==> src/rtl/srpt_data_update_arbiter_pkg.sv <==
// Shared definitions for the SRPT data-packet update arbiter: field layouts,
// source indices, update-type codes and record repack helpers.
package srpt_data_update_arbiter_pkg;

  localparam int unsigned SRPT_ENTRY_W = 115;
  localparam int unsigned SRPT_GRANT_W = 48;
  localparam int unsigned SRPT_DBUFF_W = 42;

  // Queue entry field ranges
  localparam int unsigned RPC_LO = 0;
  localparam int unsigned RPC_HI = 15;
  localparam int unsigned REM_LO = 16;
  localparam int unsigned REM_HI = 47;
  localparam int unsigned GR_LO  = 48;
  localparam int unsigned GR_HI  = 79;
  localparam int unsigned DB_LO  = 80;
  localparam int unsigned DB_HI  = 111;
  localparam int unsigned PRI_LO = 112;
  localparam int unsigned PRI_HI = 114;

  // Grant record field ranges
  localparam int unsigned G_RPC_HI = 15;
  localparam int unsigned G_OFF_LO = 16;
  localparam int unsigned G_OFF_HI = 47;

  // Dbuff record field ranges
  localparam int unsigned D_RPC_HI = 9;
  localparam int unsigned D_OFF_LO = 10;
  localparam int unsigned D_OFF_HI = 41;

  // Source indices into request / pick vectors
  localparam int unsigned SRC_SENDMSG = 0;
  localparam int unsigned SRC_GRANT   = 1;
  localparam int unsigned SRC_DBUFF   = 2;
  localparam int unsigned NUM_SRC     = 3;

  typedef enum logic [1:0] {
    UPD_SENDMSG = 2'd0,
    UPD_GRANT   = 2'd1,
    UPD_DBUFF   = 2'd2
  } upd_type_e;

  typedef enum logic {
    OUT_EMPTY,
    OUT_HELD
  } out_state_e;

  function automatic logic [SRPT_ENTRY_W-1:0] repack_grant(input logic [SRPT_GRANT_W-1:0] g);
    logic [SRPT_ENTRY_W-1:0] e;
    e = '0;
    e[RPC_HI:RPC_LO] = g[G_RPC_HI:0];
    e[GR_HI:GR_LO]   = g[G_OFF_HI:G_OFF_LO];
    return e;
  endfunction

  function automatic logic [SRPT_ENTRY_W-1:0] repack_dbuff(input logic [SRPT_DBUFF_W-1:0] d);
    logic [SRPT_ENTRY_W-1:0] e;
    e = '0;
    e[RPC_HI:RPC_LO] = {6'b0, d[D_RPC_HI:0]};
    e[DB_HI:DB_LO]   = d[D_OFF_HI:D_OFF_LO];
    return e;
  endfunction

endpackage

==> src/rtl/srpt_data_update_arbiter_pick.sv <==
// Combinational 3-way pick: starved sources first (sendmsg > dbuff > grant),
// otherwise fixed priority grant > dbuff > sendmsg. Output is one-hot or zero.
module srpt_arb_pick
  import srpt_data_update_arbiter_pkg::*;
(
  input  logic [NUM_SRC-1:0] req,
  input  logic [NUM_SRC-1:0] starved,
  output logic [NUM_SRC-1:0] pick_oh
);

  logic [NUM_SRC-1:0] hungry;

  // Select exactly one requesting source, starvation override first
  always_comb begin
    pick_oh = '0;
    hungry  = req & starved;
    if (hungry[SRC_SENDMSG])    pick_oh[SRC_SENDMSG] = 1'b1;
    else if (hungry[SRC_DBUFF]) pick_oh[SRC_DBUFF]   = 1'b1;
    else if (hungry[SRC_GRANT]) pick_oh[SRC_GRANT]   = 1'b1;
    else if (req[SRC_GRANT])    pick_oh[SRC_GRANT]   = 1'b1;
    else if (req[SRC_DBUFF])    pick_oh[SRC_DBUFF]   = 1'b1;
    else if (req[SRC_SENDMSG])  pick_oh[SRC_SENDMSG] = 1'b1;
  end

endmodule

==> src/rtl/srpt_data_update_arbiter.sv <==
// Merges sendmsg / grant / dbuff FWFT FIFOs into one registered update port
// for srpt_data_pkts, popping at most one FIFO per cycle.
module srpt_data_update_arbiter
  import srpt_data_update_arbiter_pkg::*;
#(
  parameter int unsigned ENTRY_W      = SRPT_ENTRY_W,
  parameter int unsigned GRANT_W      = SRPT_GRANT_W,
  parameter int unsigned DBUFF_W      = SRPT_DBUFF_W,
  parameter int unsigned STARVE_LIMIT = 4,
  parameter int unsigned CNT_W        = 32
) (
  input  logic               ap_clk,
  input  logic               ap_rst_n,
  input  logic               cfg_pause_i,
  input  logic               sendmsg_in_empty_i,
  output logic               sendmsg_in_read_en_o,
  input  logic [ENTRY_W-1:0] sendmsg_in_data_i,
  input  logic               grant_in_empty_i,
  output logic               grant_in_read_en_o,
  input  logic [GRANT_W-1:0] grant_in_data_i,
  input  logic               dbuff_in_empty_i,
  output logic               dbuff_in_read_en_o,
  input  logic [DBUFF_W-1:0] dbuff_in_data_i,
  output logic               upd_valid_o,
  input  logic               upd_ready_i,
  output logic [1:0]         upd_type_o,
  output logic [ENTRY_W-1:0] upd_data_o,
  output logic [CNT_W-1:0]   stat_sendmsg_o,
  output logic [CNT_W-1:0]   stat_grant_o,
  output logic [CNT_W-1:0]   stat_dbuff_o
);

  localparam int unsigned WAIT_W = $clog2(STARVE_LIMIT + 1);

  out_state_e          state_q, state_d;
  logic                run_q;
  logic [NUM_SRC-1:0]  req, starved, pick_oh, pop_oh;
  logic [WAIT_W-1:0]   wait_q [NUM_SRC];
  logic                can_load, pop;
  logic [ENTRY_W-1:0]  data_q, load_data;
  upd_type_e           type_q, load_type;
  logic [CNT_W-1:0]    stat_s_q, stat_g_q, stat_d_q;

  assign req[SRC_SENDMSG] = !sendmsg_in_empty_i;
  assign req[SRC_GRANT]   = !grant_in_empty_i;
  assign req[SRC_DBUFF]   = !dbuff_in_empty_i;

  // run_q keeps pops off for the first cycle after reset is released
  assign can_load = run_q && ap_rst_n && !cfg_pause_i &&
                    ((state_q == OUT_EMPTY) || upd_ready_i);
  assign pop      = can_load && (|req);
  assign pop_oh   = pop ? pick_oh : '0;

  assign sendmsg_in_read_en_o = pop_oh[SRC_SENDMSG];
  assign grant_in_read_en_o   = pop_oh[SRC_GRANT];
  assign dbuff_in_read_en_o   = pop_oh[SRC_DBUFF];

  // A source is starved once its wait counter has saturated
  always_comb begin
    starved = '0;
    for (int unsigned i = 0; i < NUM_SRC; i++) begin
      starved[i] = (wait_q[i] == WAIT_W'(STARVE_LIMIT));
    end
  end

  srpt_arb_pick u_pick (
    .req     (req),
    .starved (starved),
    .pick_oh (pick_oh)
  );

  // Repack the chosen record into queue-entry format
  always_comb begin
    load_type = UPD_SENDMSG;
    load_data = sendmsg_in_data_i;
    if (pick_oh[SRC_GRANT]) begin
      load_type = UPD_GRANT;
      load_data = repack_grant(grant_in_data_i);
    end else if (pick_oh[SRC_DBUFF]) begin
      load_type = UPD_DBUFF;
      load_data = repack_dbuff(dbuff_in_data_i);
    end
  end

  // Output register next state: load on pop, retire on ready otherwise
  always_comb begin
    state_d = state_q;
    if (pop)                                         state_d = OUT_HELD;
    else if ((state_q == OUT_HELD) && upd_ready_i)   state_d = OUT_EMPTY;
  end

  // Output register, state and post-reset run flag
  always_ff @(posedge ap_clk) begin
    if (!ap_rst_n) begin
      state_q <= OUT_EMPTY;
      run_q   <= 1'b0;
      type_q  <= UPD_SENDMSG;
      data_q  <= '0;
    end else begin
      state_q <= state_d;
      run_q   <= 1'b1;
      if (pop) begin
        type_q <= load_type;
        data_q <= load_data;
      end
    end
  end

  // Wait counters: count lost pop cycles, clear when chosen or empty
  always_ff @(posedge ap_clk) begin
    for (int unsigned i = 0; i < NUM_SRC; i++) begin
      if (!ap_rst_n || !req[i]) begin
        wait_q[i] <= '0;
      end else if (pop) begin
        if (pop_oh[i])                             wait_q[i] <= '0;
        else if (wait_q[i] != WAIT_W'(STARVE_LIMIT)) wait_q[i] <= wait_q[i] + 1'b1;
      end
    end
  end

  // Accepted-update statistics per source, wrapping
  always_ff @(posedge ap_clk) begin
    if (!ap_rst_n) begin
      stat_s_q <= '0;
      stat_g_q <= '0;
      stat_d_q <= '0;
    end else if ((state_q == OUT_HELD) && upd_ready_i) begin
      case (type_q)
        UPD_GRANT: stat_g_q <= stat_g_q + 1'b1;
        UPD_DBUFF: stat_d_q <= stat_d_q + 1'b1;
        default:   stat_s_q <= stat_s_q + 1'b1;
      endcase
    end
  end

  assign upd_valid_o    = (state_q == OUT_HELD);
  assign upd_type_o     = type_q;
  assign upd_data_o     = data_q;
  assign stat_sendmsg_o = stat_s_q;
  assign stat_grant_o   = stat_g_q;
  assign stat_dbuff_o   = stat_d_q;

endmodule

==> config.mk <==
export PLATFORM = sky130hd
export DESIGN_NAME = srpt_data_update_arbiter
export DESIGN_NICKNAME = d
export VERILOG_FILES = /design/src/rtl/srpt_data_update_arbiter_pkg.sv /design/src/rtl/srpt_data_update_arbiter_pick.sv /design/src/rtl/srpt_data_update_arbiter.sv
export SDC_FILE = /design/constraint.sdc
export NUM_CORES = 1
export LEC_CHECK = 0
export BUFFER_PORTS_ARGS = -buffer_cell sky130_fd_sc_hd__buf_4
export CAP_MARGIN = 30
export CORE_AREA = 2 2 158 198
export DETAILED_ROUTE_END_ITERATION = 7
export DIE_AREA = 0 0 160 200
export GPL_TIMING_DRIVEN = 0
export PLACE_DENSITY = 0.62
export SETUP_SLACK_MARGIN = 0.3
export SLEW_MARGIN = 40
export SYNTH_ARGS = -nofsm -noshare
export SYNTH_HDL_FRONTEND = slang
export SYNTH_HIERARCHICAL = 1
export SYNTH_SLANG_ARGS = --single-unit
==> constraint.sdc <==
create_clock -name ap_clk -period 2.8 [get_ports ap_clk]
set_input_delay 0 -clock ap_clk [delete_from_list [all_inputs] [get_ports ap_clk]]
set_output_delay 0 -clock ap_clk [all_outputs]
set_load 0.02 [all_outputs]
==> reports/metrics.cfg, run 1 <==
[setup_path]
cp-end-kind=primary output
path_class=flop to primary output
critPathLaunchType=flop
critical_path_arrival_ps=2450
ff2ff_setup_slack_ps=370
critPathRequiredTime_ps=2800
worst-path-max-fanout=10

[grt]
antenna_found_initial=1
grt_pass1_vias=11300
grt.overflow.total=0
grt_use_total=0.248
grt_max_degree=14
grt_pass1_wl_um=62600

[pwr]
p_comb_frac=0.151
power_w=0.00774
p_int_w=0.00579
p_clk_frac=0.426
p_leak_nw=6.97
p_per_area_mw_per_mm2=451
peakVddDrop_mv=0.347
power_frac_seq=0.423
netSwitchingFraction=0.252
power_switching_w=0.00195

[die]
start_util=0.341
die_h_um=200
rows=71
dieArea_mm2=0.0320
core_area_mm2=0.0300
io_pins=429
die_w_um=160

[layout]
regArea_mm2=0.00448
instances_no_fill=2174
fill_cells=2577
fin_nets=1977
antennaDiodeCount=0
multi_input_area_mm2=0.00538
drive_gt1_frac=0.321
area_growth_pct=67.4

[yosys]
synthCells=1079
synth_nets=1300
synth_warnings=6
synth_area_per_cell_um2=9.49
syn_area_mm2=0.0102

[job]
max-cap-violations=0

[route]
post-route-drc-count=0
avgRoutedWirePerCell_um=19.8
wl_met2_um=21300
first_pass_iters=5
wl_met1_um=16700
vias=11400
drtIter0Drc=484
viasPerCell=5.23
routed.top_layer=met5
wirelength_um=43000
detail-route-antenna-nets=0
dr_wl_met3_um=3070

[clock_network]
cts.reportedPaths.clkPinSlew_ps=60
htreeDepth=1
cts_sinks=221
clk_latency_ps=520
clock_path_buffers=3
cts-root-buf=clkbuf_16
cts_tree=yes
numCtsBuffers=25

[timing]
tightest_slew_ps=753
skew_ps=9.53
fmax_mhz=408
hold_viol=0
drv_slew=0
rsz0062_at_grt=true
setup_viol=0
min_period_ps=2450
slew_headroom=0.498
period_share=0.876

[place]
finalWeightedCongestion=0.847
numPlacedInstances=1911
place_hpwl_um=30300
io_buffer_count=428

[worst_hold_path]
holdCritPathClass=primary input to flop

[run_status]
status=finished, final reports clean

==> layer usage <==
metal,vias up,track usage
li1,5374,-
met1,5411,0.283
met2,464,0.446
met3,112,0.0620
met4,2,0.102
met5,-,0
==> area by class of cell <==
type	count	share of cell area
repair buffers	650	0.315
multi-input cells	749	0.314
flip-flops and latches	221	0.262
clock buffers	35	0.0433
well taps	401	0.0293
plain buffers	80	0.0261
inverters	29	0.00635
clock inverters	9	0.00460
==> state kept, by name, summed over array words and instances (netlist names) <==
register / cells
stat_dbuff_o: 32
stat_grant_o: 32
stat_sendmsg_o: 32
wait_q: 6
upd_data_o: 115
run_q: 1
upd_type_o: 2
upd_valid_o: 1
==> path summary, 6_finish.rpt <==
path         cells after the start                           end                  startpoint
max                             12            grant_in_read_en_o  wait_q[0][0]$_SDFFCE_PN0P_
min                              5  stat_grant_o[4]$_SDFFE_PN0P_                 upd_ready_i
max reg2reg                     12    upd_data_o[4]$_SDFFE_PN0N_  wait_q[2][0]$_SDFFCE_PN0P_
min reg2reg                      2    upd_data_o[0]$_SDFFE_PN0N_  upd_data_o[0]$_SDFFE_PN0N_
==> worst max-delay path: stages (launching register included) <==
cell	delay, ps
edfxtp_1	370
inv_1	60
ha_1	190
nand2_1	70
inv_1	60
nand2_1	60
and3_2	240
buf_6	160
buf_6	170
clkbuf_8	190
nand2_1	120
inv_2	100
buf_4	140
==> power groups by stage <==
stage / Sequential, W / Combinational, W / Clock, W
global placement: 0.00333 / 0.000847 / 0
finish: 0.00327 / 0.00117 / 0.00330
floorplan: 0.00340 / 0.000307 / 0
detailed placement: 0.00333 / 0.000857 / 0
CTS: 0.00327 / 0.00111 / 0.00335
global route: 0.00327 / 0.00123 / 0.00348
==> per-stage QoR <==
step | hold slack (ps) | setup TNS (ps) | cell area (um^2) | utilization | setup WS [ps]
3_5_place_dp | 200 | -3850 | 14000 | 0.466 | -286
3_3_place_gp | 199 | -21460 | 14000 | 0.465 | -463
6_report | 61.2 | 0 | 17100 | 0.571 | 346
2_1_floorplan | 27.7 | 0 | 10200 | - | 411
5_1_grt | 87.5 | 0 | 17100 | 0.571 | 183
4_1_cts | 44.6 | 0 | 17000 | 0.566 | 87.4
==> layout by cell type, fill, tap and decap left out, types with 8 or more instances in the layout <==
cell type        n
a22o_1          35
xor2_1          11
clkbuf_16       25
a211oi_1        16
nand3_1         58
nand2b_1        11
o2bb2ai_1        8
ha_1             9
o211ai_1        10
nor2_1          57
nor4_1          11
mux2i_1         82
buf_2            9
buf_6           11
dfxtp_1        215
nand4_1         31
or3_1           19
clkbuf_8        10
clkbuf_1        41
and2_1          43
or4_1           44
o2bb2ai_2       30
o21ai_0         18
inv_1           28
o31ai_1         53
and3_1           8
a21oi_1         56
and4_1          14
buf_4          441
nand2_1         68
dlygate4sd3_1  209
xnor2_1         21
clkbuf_2        10
==> timing repair <==
action | in CTS | in global routing
pin swaps | 0 | 3
endpoints found under the hold margin | 132 | 0
setup buffers | 0 | 10
setup endpoints to repair | 82 | 91
resized for setup | 25 | 39
hold buffers | 209 | 0
(Power assumes the default switching activity.)
==> run 2: changes to the inputs <==
==> constraint.sdc (replaced) <==
create_clock -name ap_clk -period 2.8 [get_ports ap_clk]
set_input_delay 0.56 -clock ap_clk [delete_from_list [all_inputs] [get_ports ap_clk]]
set_output_delay 0.56 -clock ap_clk [all_outputs]
set_load 0.02 [all_outputs]
==> run 2 against run 1 <==
- hold slack gained 170 ps
- critical path depth is the same
- critical endpoint unchanged
- sequential share of layout area grew 3.2 points
- die area is the same
- sequential power is essentially flat
- final area shrank 11%
==> reports/metrics.cfg, run 2 (synthesis results as in run 1) <==
[run_status]
status=finished, final reports clean  ; unchanged

[timing]
drv_slew=0  ; unchanged
hold_viol=0  ; unchanged
rsz0062_at_grt=true  ; unchanged
setup_tns_ps=0  ; unchanged
period_share=0.968  ; was 0.876
slew_headroom=0.499  ; was 0.498
skew_ps=17.6  ; was 9.53 ps
tightest_slew_ps=749  ; was 753 ps
setup_viol=0  ; unchanged
min_period_ps=2710  ; was 2450 ps
layout_setup_ws_ps=90.8  ; was 346 ps
fmax_mhz=369  ; was 408 MHz

[grt]
grt_max_degree=13  ; was 14
grt_pass1_vias=10200  ; was 11300
grt_use_total=0.234  ; was 0.248
antenna_found_initial=1  ; unchanged
grt_pass1_wl_um=58500  ; was 62600 um
grt.overflow.total=0  ; unchanged

[pwr]
peakVddDrop_mv=0.293  ; was 0.347 mV
power_switching_w=0.00185  ; was 0.00195 W
p_leak_nw=6.24  ; was 6.97 nW
power_w=0.00764  ; was 0.00774 W
p_int_w=0.00579  ; about the same
p_clk_frac=0.453  ; was 0.426
p_comb_frac=0.120  ; was 0.151
netSwitchingFraction=0.243  ; was 0.252
p_per_area_mw_per_mm2=500  ; was 451 mW/mm^2
power_frac_seq=0.427  ; was 0.423

[place]
numPlacedInstances=1910  ; was 1911
finalWeightedCongestion=0.856  ; was 0.847
place_hpwl_um=30400  ; was 30300 um
io_buffer_count=428  ; unchanged
dp_worst_setup_slack_ps=-613  ; was -286 ps

[setup_path]
r2r_start=upd_valid_o$_SDFFE_PN0P_  ; was wait_q[2][0]$_SDFFCE_PN0P_
critPathLaunchType=flop  ; unchanged
path_class=flop to primary output  ; unchanged
cp-end-kind=primary output  ; unchanged
worst-path-max-fanout=3  ; was 10
critical_path_arrival_ps=2150  ; was 2450 ps
startpoint=wait_q[0][0]$_SDFFCE_PN0P_  ; unchanged
critPathRequiredTime_ps=2240  ; was 2800 ps

[route]
wirelength_um=39300  ; was 43000 um
post-route-drc-count=0  ; unchanged
vias=10300  ; was 11400
detail-route-antenna-nets=0  ; unchanged
viasPerCell=5.22  ; was 5.23
drtIter0Drc=623  ; was 484
avgRoutedWirePerCell_um=19.8  ; about the same
first_pass_iters=5  ; unchanged

[layout]
area_growth_pct=49.2  ; was 67.4%
regArea_mm2=0.00449  ; was 0.00448 mm^2
multi_input_area_mm2=0.00537  ; was 0.00538 mm^2
drive_gt1_frac=0.368  ; was 0.321
fill_cells=2965  ; was 2577
largest_reg_flops=115  ; unchanged
final_common_cell=buf_4  ; unchanged
fin_nets=1784  ; was 1977
antennaDiodeCount=0  ; unchanged
fin_util=0.509  ; was 0.571
mostFrequentLayoutCells=buf_4, dfxtp_1, mux2i_1  ; was buf_4, dfxtp_1, dlygate4sd3_1
instances_no_fill=1982  ; was 2174

[clock_network]
cts.reportedPaths.clkPinSlew_ps=60  ; about the same
cts-root-buf=clkbuf_16  ; unchanged
cts_hold_buf=0  ; was 209
cts_sinks=221  ; unchanged
cts_tree=yes  ; unchanged
clock_path_buffers=3  ; unchanged
htreeDepth=1  ; unchanged
clk_latency_ps=530  ; was 520 ps
numCtsBuffers=26  ; was 25

[die]
rows=71  ; unchanged
dieArea_mm2=0.0320  ; unchanged
start_util=0.341  ; unchanged
die_w_um=160  ; unchanged
core_area_mm2=0.0300  ; unchanged
io_pins=429  ; unchanged
die_h_um=200  ; unchanged

[worst_hold_path]
holdCritPathClass=primary input to flop  ; unchanged
hp-start=sendmsg_in_data_i[14]  ; was upd_ready_i

[job]
max-cap-violations=0  ; unchanged

[run 2: changes by cell type in the layout (fill, tap and decap cells not counted), sizes merged, moves of 4 or more]
cell / previous run / this run
clkinv: 6 / 1
dlygate4sd3: 209 / 0
clkbuf: 89 / 93
buf: 467 / 484
[run 2: what timing repair did]
item                                    in CTS  in global routing
setup buffers                               19                  7
resized for setup                           51                 19
pin swaps                                    4                  4
endpoints found under the setup margin      96                 42
[run 2: final timing paths]
kind | endpoint | slack [ps] | depth (start not counted)
setup / recovery | grant_in_read_en_o | 90 | 12
setup reg to reg | upd_data_o[23]$_SDFFE_PN0N_ | 390 | 10
hold / removal | upd_data_o[14]$_SDFFE_PN0N_ | 240 | 2
hold reg to reg | upd_data_o[2]$_SDFFE_PN0N_ | 460 | 2
[run 2: per-stage QoR]
stage,cell area (um^2),hold slack [ps]
global placement,14000,445
finish,15300,235
detailed placement,14000,447
global route,15300,210
CTS,15200,211
floorplan,10300,500
[run 2: layer usage]
layer,share of wire,track usage
met5,0.00043,0
met4,0.036,0.0868
met3,0.075,0.0599
met2,0.50,0.422
met1,0.39,0.268
[run 2: area by class of cell]
type | count | share of cell area
Buffer | 80 | 0.0336
Clock buffer | 41 | 0.0516
Clock inverter | 5 | 0.00524
Inverter | 29 | 0.00712
Multi-Input combinational cell | 749 | 0.351
Sequential cell | 221 | 0.294
Tap cell | 401 | 0.0328
Timing Repair Buffer | 456 | 0.225
[run 2: critical path, cell delays in order (launching register included)]
cell       delay (ps)
edfxtp_1          390
inv_1              70
ha_1              130
nand2_1            70
inv_2              60
nand2_1            60
and3_4            190
clkbuf_16         140
clkbuf_16         140
clkbuf_16         140
nand2_4            60
inv_2              40
buf_6             120
[run 2: power groups by stage]
stage / Clock (W) / Sequential, W / Combinational [W]
2_1_floorplan: 0 / 0.00340 / 0.000308
3_3_place_gp: 0 / 0.00333 / 0.000849
3_5_place_dp: 0 / 0.00334 / 0.000858
4_1_cts: 0.00354 / 0.00327 / 0.000913
5_1_grt: 0.00368 / 0.00327 / 0.000980
6_report: 0.00346 / 0.00327 / 0.000915
